$ cat src/rtl/sha256_msg_schedule.sv
// SHA-256 message schedule: loads one 512-bit block, then streams W_t/K_t for t=0..63.
// Round 0 is valid from the load edge; holds all outputs while in_ready_rnd is low.
module sha256_msg_schedule (
  input  logic         clk,
  input  logic         rst_n,
  input  logic [511:0] in_block,
  input  logic         in_valid,
  output logic         in_ready,
  output logic [31:0]  out_Wi,
  output logic [31:0]  out_Ki,
  output logic [5:0]   out_round,
  output logic         out_valid,
  output logic         out_last,
  input  logic         in_ready_rnd
);

  localparam logic [31:0] K_ROM [64] = '{
    32'h428a2f98, 32'h71374491, 32'hb5c0fbcf, 32'he9b5dba5, 32'h3956c25b, 32'h59f111f1, 32'h923f82a4, 32'hab1c5ed5,
    32'hd807aa98, 32'h12835b01, 32'h243185be, 32'h550c7dc3, 32'h72be5d74, 32'h80deb1fe, 32'h9bdc06a7, 32'hc19bf174,
    32'he49b69c1, 32'hefbe4786, 32'h0fc19dc6, 32'h240ca1cc, 32'h2de92c6f, 32'h4a7484aa, 32'h5cb0a9dc, 32'h76f988da,
    32'h983e5152, 32'ha831c66d, 32'hb00327c8, 32'hbf597fc7, 32'hc6e00bf3, 32'hd5a79147, 32'h06ca6351, 32'h14292967,
    32'h27b70a85, 32'h2e1b2138, 32'h4d2c6dfc, 32'h53380d13, 32'h650a7354, 32'h766a0abb, 32'h81c2c92e, 32'h92722c85,
    32'ha2bfe8a1, 32'ha81a664b, 32'hc24b8b70, 32'hc76c51a3, 32'hd192e819, 32'hd6990624, 32'hf40e3585, 32'h106aa070,
    32'h19a4c116, 32'h1e376c08, 32'h2748774c, 32'h34b0bcb5, 32'h391c0cb3, 32'h4ed8aa4a, 32'h5b9cca4f, 32'h682e6ff3,
    32'h748f82ee, 32'h78a5636f, 32'h84c87814, 32'h8cc70208, 32'h90befffa, 32'ha4506ceb, 32'hbef9a3f7, 32'hc67178f2
  };

  typedef enum logic [0:0] {IDLE, RUN} state_t;

  state_t      state, state_nxt;
  logic [31:0] w [16];
  logic [5:0]  round;
  logic        load, accept;
  logic [31:0] sig0, sig1, w_new;

  assign load   = (state == IDLE) && in_valid;
  assign accept = (state == RUN) && in_ready_rnd;

  always_ff @(posedge clk or negedge rst_n) begin
    if (!rst_n) state <= IDLE;
    else        state <= state_nxt;
  end

  always_comb begin
    state_nxt = state;
    case (state)
      IDLE:    if (in_valid) state_nxt = RUN;
      RUN:     if (accept && (round == 6'd63)) state_nxt = IDLE;
      default: state_nxt = IDLE;
    endcase
  end

  // Generation runs every accepted beat, rounds 48..63 included; the extra words are simply dropped.
  assign sig0  = {w[1][6:0], w[1][31:7]} ^ {w[1][17:0], w[1][31:18]} ^ (w[1] >> 3);
  assign sig1  = {w[14][16:0], w[14][31:17]} ^ {w[14][18:0], w[14][31:19]} ^ (w[14] >> 10);
  assign w_new = sig1 + w[9] + sig0 + w[0];

  always_ff @(posedge clk or negedge rst_n) begin
    if (!rst_n) begin
      round <= '0;
      for (int i = 0; i < 16; i++) w[i] <= '0;
    end else if (load) begin
      round <= '0;
      for (int i = 0; i < 16; i++) w[i] <= in_block[511 - 32*i -: 32];
    end else if (accept) begin
      round <= round + 6'd1;
      for (int i = 0; i < 15; i++) w[i] <= w[i+1];
      w[15] <= w_new;
    end
  end

  assign in_ready  = (state == IDLE);
  assign out_valid = (state == RUN);
  assign out_Wi    = out_valid ? w[0] : '0;
  assign out_Ki    = out_valid ? K_ROM[round] : '0;
  assign out_round = out_valid ? round : '0;
  assign out_last  = out_valid && (round == 6'd63);

endmodule

$ cat config.mk
export PLATFORM = sky130hd
export DESIGN_NAME = sha256_msg_schedule
export DESIGN_NICKNAME = d
export VERILOG_FILES = /design/src/rtl/sha256_msg_schedule.sv
export SDC_FILE = /design/constraint.sdc
export NUM_CORES = 1
export LEC_CHECK = 0
export ABC_AREA = 1
export ABC_CLOCK_PERIOD_IN_PS = 4600
export CORE_ASPECT_RATIO = 0.75
export CORE_MARGIN = 4
export CORE_UTILIZATION = 40
export CTS_CLUSTER_SIZE = 28
export DETAILED_ROUTE_END_ITERATION = 16
export PLACE_DENSITY = 0.68
export SETUP_SLACK_MARGIN = 0.15
export SLEW_MARGIN = 5
export SYNTH_ARGS = -nofsm -noshare
export SYNTH_HDL_FRONTEND = slang
export SYNTH_SLANG_ARGS = --single-unit
$ cat constraint.sdc
create_clock -name clk -period 4.6 [get_ports clk]
set_input_delay 0.92 -clock clk [delete_from_list [all_inputs] [get_ports clk]]
set_output_delay 0.92 -clock clk [all_outputs]
set_load 0.03 [all_outputs]
-- Word level (Yosys, flattened, before mapping)
Memory sizes are Yosys's and may differ from the RTL's.
Cells that the tools add are included.
- order comparisons: 1
- multiplexer cells: 12
- divide/modulo/power cells: 0
- bitwise operators: 6
- multiply operators: 0
- reductions and logical operators: 5
- shift-type cells: 0
- eq/ne operators: 1
- $add $sub $neg: 4
- operators by type and width (operator ; number):
    512-bit 2-to-1 mux ; 2
    32-bit 2-to-1 mux ; 4
    32-bit adder ; 3
    32-bit bitwise XOR ; 2
    32-bit by 22-bit bitwise XOR with 32-bit output ; 1
    32-bit by 29-bit bitwise XOR with 32-bit output ; 1
    6-bit 2-to-1 mux ; 3
    7-bit >= comparator, second input constant ; 1
    6-bit NOT with 7-bit output ; 1
    6-bit by 1-bit adder with 6-bit output, second input constant ; 1
    6-bit equality test, second input constant ; 1
    1-bit logical AND ; 4
    1-bit 2-to-1 mux ; 2
    1-bit case mux with 2 select lines ; 1
    2-bit nonzero test ; 1
    1-bit NOT ; 1
- ROM bits: 2048
- bits of input ports: 516
- RAM bits: 0
- latch bits: 0
- memories kept: 1
- register bits after elaboration: 519
- output and inout port bits: 73
- word-level logic and storage cells: 48
- memory list (name ; depth ; bits a word ; read ports ; clocked after Yosys merged registers in ; wr ports ; RTL line ; RTL):
    (no name shown) ; 64 ; 32 ; 1 ; 0 ; 0 ; 75 ; assign out_Ki = out_valid ? K_ROM[round] : '0;

-- Longest topological paths before layout
- depth in word-level cells: 7
- depth in mapped cells: 19
- mapped depth without buffers: 18

-- Least setup slack after synthesis
Ideal clock, no wire load.
- path type: reg2out
- start: register round[0]
- end: output out_Ki[13]
- arrival: 2.592 ns
- setup slack: 1.088 ns
- required time: 3.680 ns
- stages on the path, launching flop included: 11
- path buffers: 1
- cell sequence: dfrtp_1 -> buf_2 -> inv_1 -> ha_1 -> nor2_1 -> inv_1 -> nand2_1 -> nor2_1 -> o21ai_0 -> a21oi_1 -> nor4_1
- word-level cells in the longest chain between the ends: 5
- ends and longest elaborated chain (element ; RTL line ; RTL):
    from (decl) ; 32 ; logic [5:0] round;
    from (signal assigned) ; 66 ; round <= round + 6'd1;
    6-bit NOT with 7-bit output (not written as such) ; 75 ;
    memory 64 x 32 bit ; - ;
    32-bit 2-to-1 mux (not written as such) (2 in series) ; 75 ;
    32-bit 2-to-1 mux ; 75 ;
    to (decl) ; 10 ; output logic [31:0] out_Ki,
No other way between the ends. The select of a mux whose other input is x is not followed.

-- Worst setup path after layout
- start: register round[1]
- end: output out_Ki[2]
The elaborated chain is that of the path after synthesis.

==> qor.txt <==
drt pass-1 iters -> 6
Clock transition at path regs -> 0.07 ns
wire length on met1 -> 62200 um
hold_buf cts -> 0
antenna violations before repair -> 43
ANT nets after route -> 0
maxcap violations -> 0
CTS tree -> done
Max Slew Vio Count -> 0
Seq/Total Area, Yosys -> 0.411
CTS Buffer Depth -> 3
R2R Path Start -> w[452]
worst rel slew slack -> 0.292
final hold violation count -> 0
Worst-Margin Slew -> 1.05 ns
DR top layer -> met5
Final Instance Count excl. Fillers -> 5763
highest-delay cell along the critical path -> clkdlybuf4s50_1
H-tree depth -> 2
final RePlAce weighted congestion -> 1.01
Initial Utilization -> 0.407
CP max FO -> 16
RSZ-0062 raised after global routing -> yes
vias in the first global route -> 30200
Peak Freq -> 230 MHz
routed wire length -> 145000 um
Synth top area share -> 0.411
Syn Area/Cell -> 7.55 um2
Mapped Nets -> 4814
Setup Buffers After CTS -> 0
Synth Cell Area -> 31600 um2
Die Y -> 251 um
Core Rows -> 88
layout cells sized above 1 -> 0.0489
critical path, cell by cell -> inv_4 > ha_2 > nand2_2 > inv_1 > nor2_1 > inv_1 > a21oi_1 > nor3_1 > clkdlybuf4s50_1
Critical Path Source -> round[1]
Worst setup SP type -> flip-flop
post-layout min period -> 4.35 ns
Setup crit end -> out_Ki[2]
largest net degree at the start of global routing -> 149
Post-Syn Instances -> 4187
status -> finished, final reports clean
wire length on met3 -> 15000 um
Area growth syn-to-layout -> 28.1%
met2 WL -> 62000 um
Post-synth EDFFs -> 0
io pins -> 589
Ys Warns -> 0
synth top area cells -> dfrtp_1, o21ai_0, inv_1
Hold/Removal Path Class -> in2async
# DRC -> 0
Final HPWL DP -> 112000 um
setup_tns -> 0 ns
dpl ws -> 0.330 ns
worst r2r path cells -> 17
Root Buffer -> clkbuf_16
nets@finish -> 5290
critical path arrival -> 3.43 ns
via density per instance -> 5.44
Worst Path Buf+Inv -> 4
power per cell area -> 804 nW/um2
initial drt markers -> 3559
Yosys reg bits -> 519
R2R Setup Slk -> 0.77 ns
Crit path largest cell delay -> 0.74 ns
top cell family by delay on the critical path -> buffers and inverters
commonest cells in the netlist -> o21ai_0, inv_1, dfrtp_1
Final Cell Area -> 40500 um2
# port buffers -> 588
Post-Place Cell Area -> 38500 um2
crit path kind -> reg2out
worst IR drop on VDD -> 0.590 mV
clk_lat worst skew -> 0.64 ns
vias -> 31300
Die Width -> 333 um
CP required -> 3.68 ns
Setup crit end kind -> output port
Leakage -> 18.6 nW
overall routing resource usage -> 0.333
most frequent CP cell -> inv_1
asr flop ratio synth -> 1.00
first-pass GRT wire length -> 206000 um
R2R Path End -> w[25]
Tcrit/Tclk final -> 0.945
Worst Clk Skew -> 0.0293 ns
CTS Buf Count -> 54
hold_ws -> 0.334 ns
most common cell in the netlist -> o21ai_0
dpl cells -> 5642
worst setup margin -> 0.253 ns
clk sinks -> 519
post-synth cell types -> 45
Top FF cell, synth -> dfrtp_1
instance count on the critical path -> 9
largest area contributor in the netlist -> dfrtp_1
WL/cell -> 25.1 um
Std-Cell Core Area -> 77600 um2
die area -> 83600 um2
GRT Residual Overflow -> 0
setup violators final -> 0
per-stage QoR:
stage               power, mW  utilization
floorplan                19.5            -
global placement         27.4        0.496
detailed placement       27.4        0.496
CTS                      32.3        0.521
global route             35.0        0.522
finish                   32.6        0.522
repair_timing:
action	in CTS	in global routing
setup endpoints to repair	19	11
pin swaps	0	0
gates cloned	0	0
gates resized for setup	13	14
flip-flops by register name, summed over array words and instances (netlist names):
register / cells
round: 6
out_valid: 1
w: 512
per-layer routing:
layer / global-route usage / vias to the layer above
met1: 0.467 / 15100
li1: - / 14600
met2: 0.495 / 1442
met3: 0.100 / 238
met5: 0 / -
met4: 0.108 / 32
layout make-up:
cell class / count / area (um2)
Timing Repair Buffer: 686 / 6840
Inverter: 779 / 2940
Sequential cell: 519 / 13000
Tap cell: 1035 / 1290
Clock inverter: 22 / 318
Clock buffer: 78 / 1600
Multi-Input combinational cell: 2623 / 14500
Fill cell: 7514 / 37100
Antenna cell: 21 / 52.6
cells in the final DEF, fill, tap and decap left out, types with 38 or more instances in the layout:
cell	instances
dfrtp_1	517
ha_1	48
o22ai_1	38
fa_1	62
xor2_1	72
xnor2_1	60
a21oi_1	93
clkdlybuf4s50_1	559
nand3_1	77
o21ai_0	1265
o21ai_1	202
inv_1	767
clkbuf_16	55
nor2_1	161
buf_4	92
nand2_1	439
kinds of logic after synthesis:
family	count (synthesis)	share of synthesized area
adders and majority gates	111	0.0587
xor gates and xnor gates	132	0.0366
and+or+nand+nor	715	0.0910
buffers and inverters	1045	0.132
AOI/OAI and AO/OA	1665	0.271
DFF	519	0.411
worst min path at each step:
stage	from	to	slack, ns	cells past startpoint
after floorplan	w[17]	w[17]	0.45	2
after global placement	w[26]	w[26]	0.46	2
after detailed placement	w[17]	w[17]	0.47	2
after CTS	rst_n	w[164]	0.39	1
after global routing	rst_n	w[164]	0.41	1
final	rst_n	w[164]	0.33	1
report_power, final:
part	internal [mW]	total (mW)	switching [mW]
Combinational	6.97	21.2	14.2
Sequential	5.81	6.57	0.761
Clock	2.82	4.82	2.00
(Power assumes the default switching activity.)
